**src/rtl/wb_stage_pkg.sv**
```systemverilog
// Shared writeback-stage types and datapath widths, also used by the register
// file and the memory stage.
package wb_stage_pkg;
  localparam int DATA_W     = 32;
  localparam int REG_ADDR_W = 4;

  typedef enum logic [1:0] {
    IDLE     = 2'd0,
    WAIT_MEM = 2'd1,
    WRITE    = 2'd2
  } wb_state_t;
endpackage

```
**src/rtl/wb_retire_counter.sv**
```systemverilog
// Free-running retired-instruction counter; wraps silently at 2^32.
module wb_retire_counter (
  input  logic        clk,
  input  logic        rst,
  input  logic        inc,
  output logic [31:0] count
);
  always_ff @(posedge clk) begin
    if (rst)      count <= '0;
    else if (inc) count <= count + 32'd1;
  end
endmodule

```
**src/rtl/wb_stage.sv**
```systemverilog
// Writeback stage: registers memory-stage results, waits on load data, and
// pulses the register-file write strobe. Optional macro WB_RETIRE_CNT_EN adds RETIRED_CNT.
module wb_stage #(
  parameter int DATA_W     = wb_stage_pkg::DATA_W,
  parameter int REG_ADDR_W = wb_stage_pkg::REG_ADDR_W
) (
  input  logic                  clk,
  input  logic                  rst,
  input  logic                  VALID_IN,
  input  logic                  WB_EN_IN,
  input  logic                  MEM_R_EN_IN,
  input  logic [REG_ADDR_W-1:0] DEST_IN,
  input  logic [DATA_W-1:0]     ALU_RESULT_IN,
  input  logic [DATA_W-1:0]     MEM_RDATA,
  input  logic                  MEM_RVALID,
  output logic                  READY,
  output logic                  WB_EN,
  output logic [REG_ADDR_W-1:0] DEST_WB,
  output logic [DATA_W-1:0]     RESULT_WB
`ifdef WB_RETIRE_CNT_EN
  ,
  output logic [31:0]           RETIRED_CNT
`endif
);
  import wb_stage_pkg::*;

  wb_state_t             state_q, state_d;
  logic                  accept;
  logic                  pend_wb_en;
  logic [REG_ADDR_W-1:0] pend_dest;
  logic                  wb_en_q;
  logic                  upd_out;
  logic                  nxt_wb_en;
  logic [REG_ADDR_W-1:0] nxt_dest;
  logic [DATA_W-1:0]     nxt_result;

  assign READY  = (state_q != WAIT_MEM);
  assign accept = VALID_IN & READY;
  assign WB_EN  = (state_q == WRITE) & wb_en_q;

  always_comb begin
    state_d    = state_q;
    upd_out    = 1'b0;
    nxt_wb_en  = WB_EN_IN;
    nxt_dest   = DEST_IN;
    nxt_result = ALU_RESULT_IN;
    case (state_q)
      IDLE, WRITE: begin
        state_d = IDLE;
        if (accept) begin
          if (!MEM_R_EN_IN) begin
            state_d = WRITE;
            upd_out = 1'b1;
          end else if (MEM_RVALID) begin
            state_d    = WRITE;
            upd_out    = 1'b1;
            nxt_result = MEM_RDATA;
          end else begin
            state_d = WAIT_MEM;
          end
        end
      end
      WAIT_MEM: begin
        // Load data arrives later; destination comes from the pending copy.
        nxt_wb_en  = pend_wb_en;
        nxt_dest   = pend_dest;
        nxt_result = MEM_RDATA;
        if (MEM_RVALID) begin
          state_d = WRITE;
          upd_out = 1'b1;
        end
      end
      default: state_d = IDLE;
    endcase
  end

  always_ff @(posedge clk) begin
    if (rst) state_q <= IDLE;
    else     state_q <= state_d;
  end

  always_ff @(posedge clk) begin
    if (rst) begin
      pend_wb_en <= 1'b0;
      pend_dest  <= '0;
    end else if (accept) begin
      pend_wb_en <= WB_EN_IN;
      pend_dest  <= DEST_IN;
    end
  end

  // Outputs only change on entry to WRITE, so they hold while waiting or idle.
  always_ff @(posedge clk) begin
    if (rst) begin
      wb_en_q   <= 1'b0;
      DEST_WB   <= '0;
      RESULT_WB <= '0;
    end else if (upd_out) begin
      wb_en_q   <= nxt_wb_en;
      DEST_WB   <= nxt_dest;
      RESULT_WB <= nxt_result;
    end
  end

`ifdef WB_RETIRE_CNT_EN
  wb_retire_counter u_retire_cnt (
    .clk   (clk),
    .rst   (rst),
    .inc   (state_q == WRITE),
    .count (RETIRED_CNT)
  );
`endif
endmodule
```
**config.mk**
```make
export PLATFORM = sky130hd
export DESIGN_NAME = wb_stage
export DESIGN_NICKNAME = d
export VERILOG_FILES = /design/src/rtl/wb_stage_pkg.sv /design/src/rtl/wb_retire_counter.sv /design/src/rtl/wb_stage.sv
export SDC_FILE = /design/constraint.sdc
export NUM_CORES = 1
export LEC_CHECK = 0
export CELL_PAD_IN_SITES_DETAIL_PLACEMENT = 1
export CELL_PAD_IN_SITES_GLOBAL_PLACEMENT = 2
export CORE_MARGIN = 2
export CORE_UTILIZATION = 23
export CTS_CLUSTER_SIZE = 20
export DETAILED_ROUTE_END_ITERATION = 10
export PLACE_DENSITY = 0.77
export RECOVER_POWER = 25
export SLEW_MARGIN = 20
export SYNTH_ARGS = -nofsm -noshare
export SYNTH_HDL_FRONTEND = slang
export SYNTH_SLANG_ARGS = --single-unit
```
**constraint.sdc**
```tcl
create_clock -name clk -period 1.3 [get_ports clk]
set_input_delay 0.26 -clock clk [delete_from_list [all_inputs] [get_ports clk]]
set_output_delay 0.26 -clock clk [all_outputs]
set_load 0.01 [all_outputs]
```
==> flow_summary.toml <==
[status]
status = "complete, but fails checks"
violations = "setup timing"

[die]
die-height_um = 114
start_util_pct = 23.4
io_pins = 112
rows = 40
core_um2 = 12000
die_w_um = 114
die_area_um2 = 13100

[power_and_ir_drop]
finalPower_mw = 4.49
p_leak_nw = 2.09
power.share.clock_pct = 34.5
ir_worst_vdd_v = 0.000572
power_frac_comb_pct = 31.2
p_int_mw = 3.23
switchingPower_mw = 1.26
power.density_nw_per_um2 = 853
seq_power_share_pct = 34.3
swShare_pct = 28.2

[logic_synthesis]
synth_top_area_share_pct = 31.4
yosys_most_used_dff = "dfxtp_1"
yosys.area.top_type = "dfxtp_1"
yosysMostFrequentCell = "mux2i_1"
yosys-top-cells-count = "64 x mux2i_1, 44 x dfxtp_1, 37 x a211oi_1"
synth_area_per_cell_um2 = 9.66
netlist_top_cells_area = "dfxtp_1 31%, mux2i_1 23%, a2111oi_1 10%, a211oi_1 9.9%, and3_1 7.1%"
yosysSeqAreaShare_pct = 31.4
async_flop_share_pct = 0
yosys_warnings = 0
synth_nets = 364
synth_edf_count = 0
postSynthCellCount = 290
post_synth_num_cell_types = 26
syn-cell-area_um2 = 2800
ys_seq_elements = 44

[route]
first_pass_iters = 4
vias = 2886
drc = 0
finalWirelength_um = 10600
routedWlPerCell_um = 19.1
dr.first_iter.drc_count = 51
routed_via_density = 5.18
ant_nets = 0

[worst_setup_path]
cp-end-kind = "register"
required_ns = 1.48
r2r_end = "RESULT_WB[5]"
regToRegStartpoint = "state_q[0]"
cp_slowest_cell = "dfxtp_4"
path_class = "register to register"
critPathMaxFanout = 9
ff2ff_path_depth = 5
arrival_ns = 1.67
path_cells = "and3b_2, buf_12, buf_16, and3_4, a2111oi_4"
slowest_delay_ns = 0.36
rrSetupSlack_ns = -0.19
cp-start-kind = "register"

[timing]
hold_viol_final = 0
clock.fmax_ghz = 0.671
worst_slack_ns = -0.191
period_needed_ns = 1.49
fin_skew_ns = 0.00545
rsz0062_at_grt = "yes"
fin_crit_sh_pct = 115
max_slew_margin_pct = 65.9
final.setup.tns_ns = -5.17
whs_ns = 0.385
slew_viol_final = 0
setup_viol = 40
worstMarginPinSlew_ns = 0.511

[clock_network]
clkSinkCount = 44
cts_tree = "built"
cts_max_level = 2
ctsHoldBuffers = 0
cts_root_buf = "clkbuf_16"
clkTransAtPathRegs_ns = 0.06
clk_latency_ns = 0.28
cts_buffers = 5
clockBufferDepth = 2

[placement]
hpwl_um = 6650
port_buffers = 111
pre_cts_slack_ns = -0.618
place_congestion = 0.691
dp_cells = 535

[cells_and_area]
drive_above_1_share_pct = 35.4
fill_cells = 1268
syn_to_final_growth_pct = 87.8
finalNetCount = 483
antenna_cells = 0
fin_cells = 557

[hold_path]
min_path_type = "input port to register"
min_from = "MEM_RVALID"
hold_depth = 2
whs_endpoint = "state_q[0]"

[global_routing]
antenna_found_initial = 0
grt_pass1_wl_um = 16400
grt_start_max_net_pins = 33
overflow = 0
gr-usage-all-layers_pct = 15.7
grt_pass1_vias = 3157

[job]
max-cap-violations = 0
-- registers in the layout, summed over array words and instances (netlist names) --
name        flops
wb_en_q         1
pend_wb_en      1
pend_dest       4
DEST_WB         4
RESULT_WB      32
state_q         2
-- how the worst max path moves through the flow --
| stage | start | endpoint | cells past startpoint |
|---|---|---|---|
| global route | state_q[1] | RESULT_WB[26] | 5 |
| global placement | MEM_R_EN_IN | RESULT_WB[7] | 5 |
| CTS | state_q[1] | DEST_WB[3] | 6 |
| finish | state_q[0] | RESULT_WB[5] | 5 |
| detailed placement | MEM_RVALID | RESULT_WB[24] | 5 |
| floorplan | state_q[1] | RESULT_WB[16] | 6 |
-- power groups by stage --
| stage | clock, mW | sequential [mW] | combinational, mW |
|---|---|---|---|
| 3_5_place_dp | 0 | 1.57 | 1.12 |
| 4_1_cts | 1.60 | 1.53 | 1.24 |
| 6_report | 1.55 | 1.54 | 1.40 |
| 2_1_floorplan | 0 | 1.59 | 0.463 |
| 3_3_place_gp | 0 | 1.57 | 1.10 |
| 5_1_grt | 1.63 | 1.55 | 1.49 |
-- routing by layer --
| layer | share of wire, % | vias to the layer above | track usage (%) | wire length, um |
|---|---|---|---|---|
| li1 | - | 1387 | - | - |
| met3 | 3.6 | 8 | 2.49 | 380 |
| met2 | 51 | 63 | 28.6 | 5450 |
| met1 | 44 | 1428 | 19.5 | 4720 |
| met4 | 0.80 | 0 | 3.09 | 85 |
| met5 | 0 | - | 0 | 0 |
-- cell families after synthesis --
family | count (synthesis) | synth area share [%]
AOI/OAI and AO/OA | 86 | 25.8
buffers and inverters | 39 | 7.99
DFF | 44 | 31.4
muxes | 64 | 22.9
and+or+nand+nor | 57 | 11.9
-- final cells by class --
type                            instances  area, um^2  share of cell area, %
Multi-Input combinational cell        207        2400                   45.6
Sequential cell                        44         888                   16.9
Inverter                                2        7.51                  0.143
Clock buffer                            7         153                   2.90
Clock inverter                          1        30.0                  0.570
Timing Repair Buffer                  149        1600                   30.4
Tap cell                              147         184                   3.49
-- metrics by stage --
stage | utilization (%) | area (um^2)
after floorplan | - | 2840
after global placement | 35.1 | 4200
after detailed placement | 35.1 | 4200
after CTS | 40.3 | 4820
after global routing | 44.0 | 5260
final | 44.0 | 5260
-- worst max-delay path, delay by kind of cell, from the launching register on --
family                 cells  cell delay, ns
AO/OA/AOI/OAI              1            0.30
flip-flops                 1            0.36
buffers and inverters      2            0.28
AND/OR/NAND/NOR            2            0.44
-- cells in the final DEF, fill, tap and decap left out, types with 2 or more instances in the layout --
master            n
clkdlybuf4s50_1  69
mux2i_1          64
dfxtp_1          42
dlygate4sd2_1    39
and3_4           26
a211oi_2         23
a2111oi_4        21
buf_4            17
a211oi_1         13
nand2_1          11
a2111oi_2        11
buf_12           11
and3_1            6
a21oi_1           6
clkbuf_16         6
nand3_1           5
o21ai_0           5
a311oi_2          4
buf_16            4
buf_2             3
buf_6             3
clkbuf_8          2
dfxtp_4           2
-- what timing repair did --
action	CTS	global route
gates resized for setup	99	63
gates cloned	5	1
setup buffers	9	0
pin swaps	25	17
endpoints found under the setup margin	76	40
Power figures use the tool's default switching activity.
